$ cat src/rtl/serial_receiver_pkg.sv
// -----------------------------------------------------------------------------
// serial_receiver_pkg
//   Shared definitions for the serial receiver slice: receiver FSM state
//   encoding, default word length and synchroniser depth, and a helper for
//   sizing the bit counter.
// -----------------------------------------------------------------------------
package serial_receiver_pkg;

    localparam int DEFAULT_WIDTH       = 32;
    localparam int DEFAULT_SYNC_STAGES = 2;

    // Encoding matches the transmitter side so both ends read the same in
    // waveforms.
    typedef enum logic [1:0] {
        IDLE     = 2'd0,
        SHIFT    = 2'd1,
        WAIT_END = 2'd2
    } rx_state_t;

    // Counter width able to hold 0..width.
    function automatic int cnt_bits(input int width);
        return $clog2(width + 1);
    endfunction

endpackage

$ cat src/rtl/serial_receiver_if.sv
// -----------------------------------------------------------------------------
// serial_receiver_if
//   One-entry valid/ready word output of the serial receiver.
//   RxData  : received word, bit0 = last bit received
//   RxValid : RxData holds an unread word
//   RxReady : consumer accepts RxData when RxValid && RxReady
//   master  : the receiver (drives RxData/RxValid)
//   slave   : the consumer (drives RxReady)
// -----------------------------------------------------------------------------
interface serial_receiver_if
    import serial_receiver_pkg::*;
#(
    parameter int WIDTH = DEFAULT_WIDTH
);

    logic [WIDTH-1:0] RxData;
    logic             RxValid;
    logic             RxReady;

    modport master (
        output RxData,
        output RxValid,
        input  RxReady
    );

    modport slave (
        input  RxData,
        input  RxValid,
        output RxReady
    );

endinterface

$ cat src/rtl/serial_receiver_sync_ff.sv
// -----------------------------------------------------------------------------
// sync_ff
//   Single-bit multi-flop synchroniser into the Clk domain.
//   Clk   : destination clock
//   Reset : asynchronous, active-high; clears every stage to 0
//   d     : asynchronous input bit
//   q     : synchronised output, STAGES Clk edges behind d
// -----------------------------------------------------------------------------
module sync_ff
    import serial_receiver_pkg::*;
#(
    parameter int STAGES = DEFAULT_SYNC_STAGES
) (
    input  logic Clk,
    input  logic Reset,
    input  logic d,
    output logic q
);

    logic [STAGES-1:0] chain;

    always_ff @(posedge Clk or posedge Reset) begin
        if (Reset) begin
            chain <= '0;
        end else begin
            chain <= {chain[STAGES-2:0], d};
        end
    end

    assign q = chain[STAGES-1];

endmodule

$ cat src/rtl/serial_receiver.sv
// -----------------------------------------------------------------------------
// serial_receiver
//   Deserialises the MSB-first bit stream on SerIn into WIDTH-bit words and
//   presents each word on a one-entry valid/ready buffer. Reports dropped
//   words (sticky Overrun) and frames that end early (FrameErr pulse).
//
//   Ports
//   Clk      : system clock
//   Reset    : asynchronous, active-high reset
//   SerIn    : serial data, asynchronous to Clk
//   SerFrame : high while a word is on the line, asynchronous to Clk
//   BitTick  : one-Clk pulse at each bit's sample point (Clk domain)
//   ClrErr   : clears Overrun (a simultaneous set wins)
//   rx       : word output (RxData / RxValid / RxReady)
//   RxBusy   : high while a word is being shifted in
//   Overrun  : sticky, a completed word was dropped
//   FrameErr : one-cycle pulse, frame ended before WIDTH bits
//
//   state    | meaning
//   ---------+------------------------------------------------------------
//   IDLE     | waiting for a rising edge on the synchronised frame signal
//   SHIFT    | sampling one bit per BitTick until WIDTH bits are in
//   WAIT_END | word done; ticks ignored until the frame signal drops
// -----------------------------------------------------------------------------
module serial_receiver
    import serial_receiver_pkg::*;
#(
    parameter int WIDTH       = DEFAULT_WIDTH,
    parameter int SYNC_STAGES = DEFAULT_SYNC_STAGES
) (
    input  logic              Clk,
    input  logic              Reset,
    input  logic              SerIn,
    input  logic              SerFrame,
    input  logic              BitTick,
    input  logic              ClrErr,
    serial_receiver_if.master rx,
    output logic              RxBusy,
    output logic              Overrun,
    output logic              FrameErr
);

    localparam int             CW   = cnt_bits(WIDTH);
    localparam logic [CW-1:0]  LAST = CW'(WIDTH - 1);

    rx_state_t        state;
    rx_state_t        state_nxt;

    logic             din_s;
    logic             frm_s;
    logic             frm_q;
    logic             frm_rise;

    logic [CW-1:0]    cnt;
    // Holds the WIDTH-1 bits received so far; the final bit is taken
    // straight from the synchroniser so the word is ready on the last tick.
    logic [WIDTH-2:0] sh;
    logic [WIDTH-1:0] word_in;

    logic             do_start;
    logic             do_shift;
    logic             do_complete;
    logic             do_abort;
    logic             load_word;
    logic             drop_word;

    // ---------------------------------------------------------------- sync
    sync_ff #(.STAGES(SYNC_STAGES)) u_sync_din (
        .Clk   (Clk),
        .Reset (Reset),
        .d     (SerIn),
        .q     (din_s)
    );

    sync_ff #(.STAGES(SYNC_STAGES)) u_sync_frm (
        .Clk   (Clk),
        .Reset (Reset),
        .d     (SerFrame),
        .q     (frm_s)
    );

    always_ff @(posedge Clk or posedge Reset) begin
        if (Reset) begin
            frm_q <= 1'b0;
        end else begin
            frm_q <= frm_s;
        end
    end

    assign frm_rise = frm_s & ~frm_q;

    // ----------------------------------------------------------------- FSM
    always_ff @(posedge Clk or posedge Reset) begin
        if (Reset) begin
            state <= IDLE;
        end else begin
            state <= state_nxt;
        end
    end

    always_comb begin
        state_nxt   = state;
        do_start    = 1'b0;
        do_shift    = 1'b0;
        do_complete = 1'b0;
        do_abort    = 1'b0;

        case (state)
            IDLE: begin
                if (frm_rise) begin
                    do_start  = 1'b1;
                    state_nxt = SHIFT;
                end
            end

            SHIFT: begin
                // The completing tick beats a frame drop seen in the same cycle.
                if (BitTick && (cnt == LAST)) begin
                    do_complete = 1'b1;
                    state_nxt   = WAIT_END;
                end else if (!frm_s) begin
                    do_abort  = 1'b1;
                    state_nxt = IDLE;
                end else if (BitTick) begin
                    do_shift = 1'b1;
                end
            end

            WAIT_END: begin
                if (!frm_s) begin
                    state_nxt = IDLE;
                end
            end

            default: begin
                state_nxt = IDLE;
            end
        endcase
    end

    assign RxBusy = (state == SHIFT);

    // ------------------------------------------------ shift register/count
    assign word_in = {sh, din_s};

    always_ff @(posedge Clk or posedge Reset) begin
        if (Reset) begin
            cnt <= '0;
            sh  <= '0;
        end else if (do_start || do_complete || do_abort) begin
            // Counter parks at 0 outside SHIFT so it never passes WIDTH-1.
            cnt <= '0;
            sh  <= '0;
        end else if (do_shift) begin
            cnt <= cnt + 1'b1;
            sh  <= word_in[WIDTH-2:0];
        end
    end

    // ------------------------------------------------------- output buffer
    // A pending word is replaced only when it is being consumed this cycle.
    assign load_word = do_complete && (!rx.RxValid || rx.RxReady);
    assign drop_word = do_complete &&   rx.RxValid && !rx.RxReady;

    always_ff @(posedge Clk or posedge Reset) begin
        if (Reset) begin
            rx.RxData  <= '0;
            rx.RxValid <= 1'b0;
        end else if (load_word) begin
            rx.RxData  <= word_in;
            rx.RxValid <= 1'b1;
        end else if (rx.RxValid && rx.RxReady) begin
            rx.RxValid <= 1'b0;
        end
    end

    // --------------------------------------------------------- error flags
    always_ff @(posedge Clk or posedge Reset) begin
        if (Reset) begin
            Overrun  <= 1'b0;
            FrameErr <= 1'b0;
        end else begin
            FrameErr <= do_abort;
            if (drop_word) begin
                Overrun <= 1'b1;
            end else if (ClrErr) begin
                Overrun <= 1'b0;
            end
        end
    end

endmodule

$ cat src/flat_wrapper.sv
// flat-port wrapper written by rule: the top's interface ports become plain ports
module serial_receiver_flat import serial_receiver_pkg::*;
#(
    parameter int WIDTH       = DEFAULT_WIDTH,
    parameter int SYNC_STAGES = DEFAULT_SYNC_STAGES
)
  (Clk, Reset, SerIn, SerFrame, BitTick, ClrErr, RxBusy, Overrun, FrameErr, rx_RxData, rx_RxValid, rx_RxReady);
  serial_receiver_if #(.WIDTH(WIDTH)) rx_i ();
  input  logic Clk;
  input  logic Reset;
  input  logic SerIn;
  input  logic SerFrame;
  input  logic BitTick;
  input  logic ClrErr;
  output logic RxBusy;
  output logic Overrun;
  output logic FrameErr;
  output wire logic [$bits(rx_i.RxData)-1:0] rx_RxData;
  output wire logic [$bits(rx_i.RxValid)-1:0] rx_RxValid;
  input wire logic [$bits(rx_i.RxReady)-1:0] rx_RxReady;
  assign rx_RxData = rx_i.RxData;
  assign rx_RxValid = rx_i.RxValid;
  assign rx_i.RxReady = rx_RxReady;
  serial_receiver #(.WIDTH(WIDTH), .SYNC_STAGES(SYNC_STAGES)) u_core (.Clk(Clk), .Reset(Reset), .SerIn(SerIn), .SerFrame(SerFrame), .BitTick(BitTick), .ClrErr(ClrErr), .rx(rx_i), .RxBusy(RxBusy), .Overrun(Overrun), .FrameErr(FrameErr));
endmodule
$ cat config.mk
export PLATFORM = sky130hd
export DESIGN_NAME = serial_receiver_flat
export DESIGN_NICKNAME = d
export VERILOG_FILES = /design/src/rtl/serial_receiver_pkg.sv /design/src/rtl/serial_receiver_if.sv /design/src/rtl/serial_receiver_sync_ff.sv /design/src/rtl/serial_receiver.sv /design/src/flat_wrapper.sv
export SDC_FILE = /design/constraint.sdc
export NUM_CORES = 1
export LEC_CHECK = 0
export CORE_AREA = 2 2 88 90
export CTS_BUF_LIST = sky130_fd_sc_hd__clkbuf_16
export CTS_CLUSTER_DIAMETER = 120
export DETAILED_ROUTE_END_ITERATION = 10
export DIE_AREA = 0 0 90 92
export PLACE_DENSITY = 0.66
export SLEW_MARGIN = 20
export SYNTH_ARGS = -nofsm -noshare
export SYNTH_HDL_FRONTEND = slang
export SYNTH_HIERARCHICAL = 1
export SYNTH_SLANG_ARGS = --single-unit
$ cat constraint.sdc
create_clock -name Clk -period 2.6 [get_ports Clk]
set_clock_uncertainty 0.15 [all_clocks]
set_input_delay 0.26 -clock Clk [delete_from_list [all_inputs] [get_ports Clk]]
set_output_delay 0.26 -clock Clk [all_outputs]
set_load 0.02 [all_outputs]
Word-level counts from Yosys, hierarchy flattened. Cells that the tools add are included.

$add $sub $neg: 1. Equal/unequal tests: 4. Bitwise gates (word level): 2. Reduce and logical (&&, ||, !) cells: 14. Mux-type cells: 23.

Operators with widths (count): 31-bit two-way mux (2); 1-bit two-way mux (15); 6-bit two-way mux (2); 6-bit by 1-bit adder with 6-bit output, second input constant (1); 6-bit by 5-bit == test with 1-bit output, second input constant (1); 2-bit two-way mux (3); 2-bit case mux with 3 select lines (1); 2-bit nonzero test (3); 1-bit logical AND (5); 1-bit logical OR (3); 2-bit by 1-bit == test with 1-bit output, second input constant (1); 2-bit == test, second input constant (1); 1-bit logical NOT (2); 2-bit logical NOT (1); 2-bit by 1-bit != test with 1-bit output, second input constant (1); 1-bit bitwise AND (1); 1-bit inverter (1).

Input bits: 7. Word-level logic and storage cells: 54. Flip-flop bits (word level): 79. Output and inout bits: 36.

Longest topological paths before layout. Gate-level depths: netlist of run 1.

Word-level depth: 7. Depth in mapped cells: 7. Gate-level depth less buffers: 5.

Cells and area by module. The synthesis of run 1 kept the hierarchy.

Modules (own cells, without submodules): serial_receiver (sequential area each 1876.8 um^2, area each 3129.3 um^2, cells each 260, times used 1); sync_ff (sequential area each 50.0 um^2, area each 53.8 um^2, cells each 3, times used 2).

Worst setup path before layout of run 1. No wires, ideal clock.

Path type: register to register. Start point: register u_core.cnt[0]. End point: register u_core.rx.RxData[20]. Data required time: 2325 ps. Period minus slack after synthesis: 1989 ps. Slack: 611 ps. Stages on the path, launching flop included: 8. Library setup time: 125 ps. Arrival time: 1715 ps. Buffers on the path: 2. Path through: dfrtp_1 ha_1 and3b_4 nand3_2 nor2b_1 clkbuf_2 buf_6 mux2_2.

Word-level cells in the longest chain between the ends: 5.

Ends and longest elaborated chain: start: declaration (RTL line serial_receiver.sv:54) `logic [CW-1:0] cnt;`; start signal: assignment (RTL line serial_receiver.sv:155) `cnt <= cnt + 1'b1;`; 6-bit by 5-bit == test with 1-bit output (RTL line serial_receiver.sv:118) `if (BitTick && (cnt == LAST)) begin`; 1-bit logical AND (RTL line serial_receiver.sv:118); 1-bit two-way mux (RTL line serial_receiver.sv:118); 1-bit two-way mux (RTL line serial_receiver.sv:108) `case (state)`; 1-bit logical AND (RTL line serial_receiver.sv:162) `assign load_word = do_complete && (!rx.RxValid || rx.RxReady);`; end signal: assignment (RTL line serial_receiver.sv:170) `rx.RxData <= word_in;`; end: declaration (RTL line serial_receiver_if.sv:21) `output RxData,`.

No other way between the ends. A chain may end at the register's enable or synchronous reset.

Worst setup path after layout of run 1.
Start point: register u_core.cnt[0]. End point: register u_core.sh[12].

Word-level cells in the longest chain between the ends: 7. Elaborated cells on any way between the ends: 12. Those cells by class: eq/ne (1); mux (7); reduce/logical (4).

Ends and longest elaborated chain: 6-bit by 5-bit == test with 1-bit output (*) (RTL line serial_receiver.sv:118); 1-bit logical AND (*) (RTL line serial_receiver.sv:118); 1-bit two-way mux (RTL line serial_receiver.sv:118); 1-bit two-way mux (RTL line serial_receiver.sv:108); 1-bit logical OR (2 in a row) (RTL line serial_receiver.sv:150) `end else if (do_start || do_complete || do_abort) begin`; 31-bit two-way mux / 2-bit nonzero test (equally long branches); end signal: assignment (RTL line serial_receiver.sv:156) `sh <= word_in[WIDTH-2:0];`; end: declaration (RTL line serial_receiver.sv:57) `logic [WIDTH-2:0] sh;`.

Every way passes the cells marked *; elsewhere a longest branch is shown, timed or not.

==> impl_metrics.tcl, run 1 <==
set metrics [dict create \
    status "finished, final reports clean" \
    start_util_pct 43.5 \
    finalCriticalPeriod_ns 2.12 \
    critPathMaxFanout 25 \
    hp-class "input pin to async pin" \
    dieWidth_um 90 \
    synthDistinctLibCells 35 \
    synth_top_family_by_area "simple AND/OR/NAND/NOR gates" \
    wl_per_cell_um 13.6 \
    clock_path_buffers 2 \
    clockPowerShare_pct 50.9 \
    arrival_ns 2.16 \
    fillers 667 \
    r2r_slack_ns 0.48 \
    die_y_um 92 \
    p_sw_share_pct 19.9 \
    grt_pass1_wl_mm 9.72 \
    ys.flop_type "dfrtp_1" \
    holdWs_ns 0.00649 \
    grt_use_total_pct 14.8 \
    synth_simple_gate_area_share_pct 12.8 \
    start_kind "flop" \
    ys_seq_elements 79 \
    ctsResizeCount 0 \
    synthXorXnorAreaFrac_pct 0.541 \
    rsz0062_at_grt "false" \
    via_per_inst 4.87 \
    synth_top_cell_by_area "dfrtp_1" \
    yosysWarnings 6 \
    finalSetupViolCount 0 \
    syn-num-nets 274 \
    cap_viol_max_count 0 \
    cp_data_required_time_ns 2.64 \
    ir_drop_mv 0.417 \
    wl_mm 5.70 \
    synth-compound-area-share_pct 8.97 \
    dp_slack_ns 0.407 \
    period_share_pct 81.6 \
    synth_top_cell_area_share_pct 61.1 \
    worstReg2RegStart "u_core/cnt[0]$_DFFE_PP0P_" \
    synth.area.mux_share_pct 11.8 \
    syn-instance-count 266 \
    hpwl_mm 3.52 \
    ios 43 \
    slew-limit-headroom_pct 73.8 \
    worst-r2r-cell-count 6 \
    grt_pass1_vias 1953 \
    cts_buffers 9 \
    post-synth-top-count-cell "dfrtp_1" \
    yosys-top-cells-area "dfrtp_1 61%, mux2_2 11%, nand2_1 7.8%" \
    fin_ws_ns 0.478 \
    setup.worst_path.end_class "flop" \
    antenna_found_initial 0 \
    hold_viol_final 0 \
    drv_slew 0 \
    port_buffers 42 \
    cts_root_buf "clkbuf_16" \
    switching_power_mw 0.549 \
    clock_sinks 79 \
    comb_power_share_pct 3.8 \
    clock_latency_ns 0.33 \
    synth_fa_ha_area_share_pct 0.387 \
    drive_gt1_share_pct 22.8 \
    yosysSeqAreaShare_pct 61.1 \
    areaGrowthSynthToFinish_pct 26.2 \
    grt-ovfl-total 0 \
    synth_edf_count 0 \
    yosys-top-cells-count "79 x dfrtp_1, 67 x nand2_1, 31 x mux2_2" \
    async_reset_ff_share_pct 100 \
    htreeDepth 3 \
    fmax_ghz 0.471 \
    rows 32 \
    rr_endpoint "u_core/sh[12]$_DFFE_PP0P_" \
    p_int_mw 2.20 \
    vias 2037 \
    pwr-share-seq_pct 45.3 \
    synth_area_sq_um 3240 \
    tritoncts "yes" \
    finalSetupTns_ns 0 \
    power_leakage_nw 1.83 \
    diodes 0 \
    cts.reportedPaths.clkPinSlew_ns 0.06 \
    setup.worst_path.class "flop to flop" \
    drtIter0Drc 103 \
    dieArea_sq_um 8280 \
    core_area_sq_um 7450 \
    first_pass_iters 4 \
    ant_nets 0 \
    layout.nets 319 \
    gp_congestion 0.719 \
    power_density_nw_per_um2 674 \
    grt_max_degree 76 \
    hold_buffers 0 \
    post_synth.cell_area_avg_sq_um 12.2 \
    post_cts_buffers 0 \
    drc_errors 0 \
    tightest_slew_ns 0.393 \
]
-- power by group through the flow --
| stage | clock network [mW] | registers, mW | logic, mW |
|---|---|---|---|
| 6_report | 1.40 | 1.25 | 0.104 |
| 5_1_grt | 1.48 | 1.25 | 0.116 |
| 4_1_cts | 1.43 | 1.25 | 0.106 |
| 3_5_place_dp | 0 | 1.27 | 0.106 |
| 3_3_place_gp | 0 | 1.27 | 0.106 |
| 2_1_floorplan | 0 | 1.27 | 0.0756 |
-- state kept, by name (all words and copies together), names as in the netlist --
name	count
u_core/sh	31
u_core/cnt	6
u_core/rx.RxData	32
u_core/rx.RxValid	1
u_core/state	2
u_core/Overrun	1
u_core/frm_q	1
u_core/FrameErr	1
u_core/u_sync_frm/chain	2
u_core/u_sync_din/chain	2
-- layer usage --
metal	track usage [%]	share of wire, %	up-vias
li1	-	-	983
met1	20.6	48	1008
met2	22.9	48	42
met3	3.94	3.4	4
met4	4.62	0.65	0
met5	0	0	-
-- worst max-delay path: stages, from the launching register on --
cell,delay (ns)
dfrtp_1,0.40
ha_1,0.31
and3b_4,0.28
nand2_4,0.08
a311oi_4,0.30
buf_4,0.37
a21oi_1,0.09
-- worst max path at each step --
| stage | startpoint | endpoint | slack, ns | cells past startpoint |
|---|---|---|---|---|
| after floorplan | Reset | u_core/FrameErr$_DFF_PP0_ | 0.28 | 1 |
| after global placement | BitTick | u_core/cnt[2]$_DFFE_PP0P_ | 0.42 | 6 |
| after detailed placement | BitTick | u_core/rx.RxData[14]$_DFFE_PP0P_ | 0.41 | 6 |
| after CTS | u_core/cnt[0]$_DFFE_PP0P_ | u_core/rx.RxData[14]$_DFFE_PP0P_ | 0.48 | 6 |
| after global routing | u_core/cnt[0]$_DFFE_PP0P_ | u_core/sh[29]$_DFFE_PP0P_ | 0.37 | 6 |
| final | u_core/cnt[0]$_DFFE_PP0P_ | u_core/sh[12]$_DFFE_PP0P_ | 0.48 | 6 |
-- cell families (layout without fill, tap and decap cells) --
logic type,count (synthesis),in the layout
AOI/OAI and AO/OA,42,42
xor gates and xnor gates,2,2
adders and majority gates,1,1
buffers and inverters,19,69
DFF,79,79
muxes,34,34
and+or+nand+nor,89,89
-- cell usage in the layout, fill, tap and decap left out, types with 2 or more instances in the layout --
cell type,count
nor2b_4,2
buf_12,3
mux2i_1,2
inv_1,4
mux2_2,31
clkbuf_16,9
nor2_1,5
dfrtp_1,79
a21oi_1,26
clkdlybuf4s50_1,42
buf_4,3
a21oi_2,10
nand4_1,3
nor3b_1,2
bufinv_16,3
clkinv_1,2
nand2_1,67
-- layout make-up --
| class | instances | area (sq um) | area share (%) |
|---|---|---|---|
| inverters | 5 | 18.8 | 0.459 |
| clock buffers | 9 | 225 | 5.51 |
| flip-flops and latches | 79 | 1980 | 48.4 |
| repair buffers | 48 | 503 | 12.3 |
| clock inverters | 7 | 111 | 2.73 |
| well taps | 102 | 128 | 3.12 |
| multi-input cells | 168 | 1120 | 27.5 |
-- stage by stage --
stage / instances / instance area [sq um] / utilization (%) / power, mW
final: 418 / 4090 / 54.9 / 2.75
after global routing: 418 / 4090 / 54.9 / 2.85
after CTS: 418 / 4090 / 54.9 / 2.78
after detailed placement: 402 / 3750 / 50.3 / 1.38
after global placement: 402 / 3750 / 50.3 / 1.37
after floorplan: 266 / 3240 / - / 1.34
(Power assumes the default switching activity.)
==> run 2, diff against run 1 <==
--- a/config.mk
+++ b/config.mk
@@ -10,7 +10,7 @@
 export CTS_CLUSTER_DIAMETER = 120
 export DETAILED_ROUTE_END_ITERATION = 10
 export DIE_AREA = 0 0 90 92
-export PLACE_DENSITY = 0.66
+export PLACE_DENSITY = 0.69
 export SLEW_MARGIN = 20
 export SYNTH_ARGS = -nofsm -noshare
 export SYNTH_HDL_FRONTEND = slang
==> constraint.sdc (replaced) <==
create_clock -name Clk -period 1.8 [get_ports Clk]
set_clock_uncertainty 0.15 [all_clocks]
set_input_delay 0.18 -clock Clk [delete_from_list [all_inputs] [get_ports Clk]]
set_output_delay 0.18 -clock Clk [all_outputs]
set_load 0.02 [all_outputs]
==> run 2 against run 1 <==
The run now ends with negative setup slack left. Largest power group is now registers. First-iteration DRC count grew 28%. Global-route usage grew 1.2 points. Setup slack lost 0.53 ns. Critical path type unchanged. Cell area grew 9.2%. Sequential power grew 44%. Combinational power grew 120%. Register-to-register slack lost 0.53 ns. Critical path depth is the same. Clock power grew 12%. Routed wire length grew 15%.
==> impl_metrics.tcl, run 2 (synthesized netlist as in run 1, its figures left out) <==
set metrics [dict create \
    seq_area_sq_um 1980 \
    die_y_um 92 \
    multi_input_area_sq_um 1270 \
    dieWidth_um 90 \
    cts_buffers 9 \
    busiest_layer "met2" \
    first_pass_iters 4 \
    rsz0062_at_grt "true" \
    dp_slack_ns -0.193 \
    hold_path_startpoint "SerIn" \
    reg_top3 "u_core/rx.RxData: 32 flops, u_core/sh: 31 flops, u_core/cnt: 6 flops" \
    layout.nets 344 \
    htreeDepth 3 \
    diodes 0 \
    port_buffers 42 \
    tritoncts "yes" \
    setup.worst_path.start "u_core/cnt[1]$_DFFE_PP0P_" \
    via_per_inst 4.99 \
    core_area_sq_um 7450 \
    grt_use_met3_pct 4.27 \
    arrival_ns 1.91 \
    cp_data_required_time_ns 1.86 \
    grt_use_met1_pct 20.8 \
    start_util_pct 43.5 \
    finalSetupTns_ns -0.959 \
    hold_viol_final 0 \
    drv_slew 0 \
    tightest_slew_ns 0.395 \
    cts.reportedPaths.clkPinSlew_ns 0.06 \
    vias 2207 \
    power_density_nw_per_um2 806 \
    ant_nets 0 \
    period_share_pct 103 \
    setup.worst_path.end_class "flop" \
    layout_commonest_cell "dfrtp_1" \
    finalCriticalPeriod_ns 1.85 \
    status "finished, violations left" \
    setup.worst_path.class "flop to flop" \
    wl_mm 6.58 \
    grt_use_total_pct 16.0 \
    grt_max_degree 76 \
    rows 32 \
    grt-ovfl-total 0 \
    power_leakage_nw 1.97 \
    hpwl_mm 3.87 \
    top_register "u_core/rx.RxData" \
    fmax_ghz 0.541 \
    dieArea_sq_um 8280 \
    antenna_found_initial 0 \
    gp_congestion 0.724 \
    hp-class "input pin to flop" \
    drtIter0Drc 132 \
    total_power_mw 3.60 \
    fin_ws_ns -0.0473 \
    failed_checks "negative setup slack" \
    critPathMaxFanout 16 \
    finalSetupViolCount 32 \
    slew-limit-headroom_pct 73.6 \
    start_kind "flop" \
    clock_sinks 79 \
    clock_path_buffers 2 \
    worstReg2RegStart "u_core/cnt[1]$_DFFE_PP0P_" \
    clock_latency_ns 0.33 \
    grt_pass1_wl_mm 10.3 \
    layout_common_cells "79 x dfrtp_1, 67 x nand2_1, 41 x clkdlybuf4s50_1, 30 x a21oi_2, 21 x mux2_2" \
    cts_root_buf "clkbuf_16" \
    grt_use_met2_pct 25.1 \
    cap_viol_max_count 0 \
    fillers 620 \
    drc_errors 0 \
    drive_gt1_share_pct 34.4 \
    ir_drop_mv 0.548 \
    areaGrowthSynthToFinish_pct 37.9 \
    grt_pass1_vias 2120 \
    largest_reg_flops 32 \
    ios 43 \
    wl_per_cell_um 14.9 \
]
[run 2: changes by cell type in the layout (fill, tap and decap cells not counted), sizes merged]
cell,delta
buf,+21
dlygate4sd3,+1
clkdlybuf4s50,-1
clkinvlp,+1
clkbuf,+3
dlygate4sd2,+1
clkinv,+1
bufinv,-3
[run 2: worst paths after layout]
path                                                   endpoint  slack (ns)  cells after the start
max                            u_core/rx.RxData[14]$_DFFE_PP0P_       -0.05                      6
min                        u_core/u_sync_din/chain[0]$_DFF_PP0_        0.14                      1
max reg2reg                    u_core/rx.RxData[14]$_DFFE_PP0P_       -0.05                      6
min reg2reg                u_core/u_sync_frm/chain[1]$_DFF_PP0_        0.21                      0
max in group asynchronous             u_core/sh[29]$_DFFE_PP0P_        0.42                      4
min in group asynchronous  u_core/u_sync_din/chain[0]$_DFF_PP0_        0.52                      3
[run 2: final cells by class]
type	count	area share, %
sequential	79	44.3
clock inverter	6	0.673
timing repair buffer	73	18.1
multi-input combinational	168	28.5
tap	102	2.86
inverter	5	0.505
clock buffer	9	5.05
[run 2: power by group]
group	switching, mW	internal [mW]	leakage [nW]	total [mW]
combinational	0.131	0.0958	0.752	0.227
sequential	0.00939	1.79	1.09	1.80
clock	0.667	0.907	0.131	1.57
total	0.807	2.79	1.97	3.60
[run 2: repair_timing]
| action | in CTS | in global routing |
|---|---|---|
| hold buffers | 1 | 0 |
| hold endpoints to repair | 4 | 0 |
| gates resized for setup | 6 | 24 |
| buffers inserted | 0 | 3 |
| setup endpoints to repair | 33 | 69 |
| cloned | 0 | 4 |
| pin swaps | 0 | 6 |
[run 2: routing by layer]
metal,share of wire (%),vias to the layer above
li1,-,1037
met1,45,1115
met2,50,48
met3,3.7,7
met4,1.6,0
met5,0,-
[run 2: through the flow]
| stage | cell area [sq um] | std cells | hold slack [ns] | util [%] |
|---|---|---|---|---|
| after floorplan | 3320 | 266 | -0.229 | - |
| after global placement | 3980 | 419 | 0.185 | 53.4 |
| after detailed placement | 3980 | 419 | 0.197 | 53.4 |
| after CTS | 4260 | 435 | 0.128 | 57.3 |
| after global routing | 4460 | 442 | 0.136 | 59.9 |
| final | 4460 | 442 | 0.137 | 59.9 |
[run 2: critical path: stages, from the launching register on]
cell	delay, ns
dfrtp_1	0.40
ha_4	0.16
and3b_4	0.23
nand3_4	0.08
nor2b_4	0.17
buf_12	0.18
mux2_2	0.34
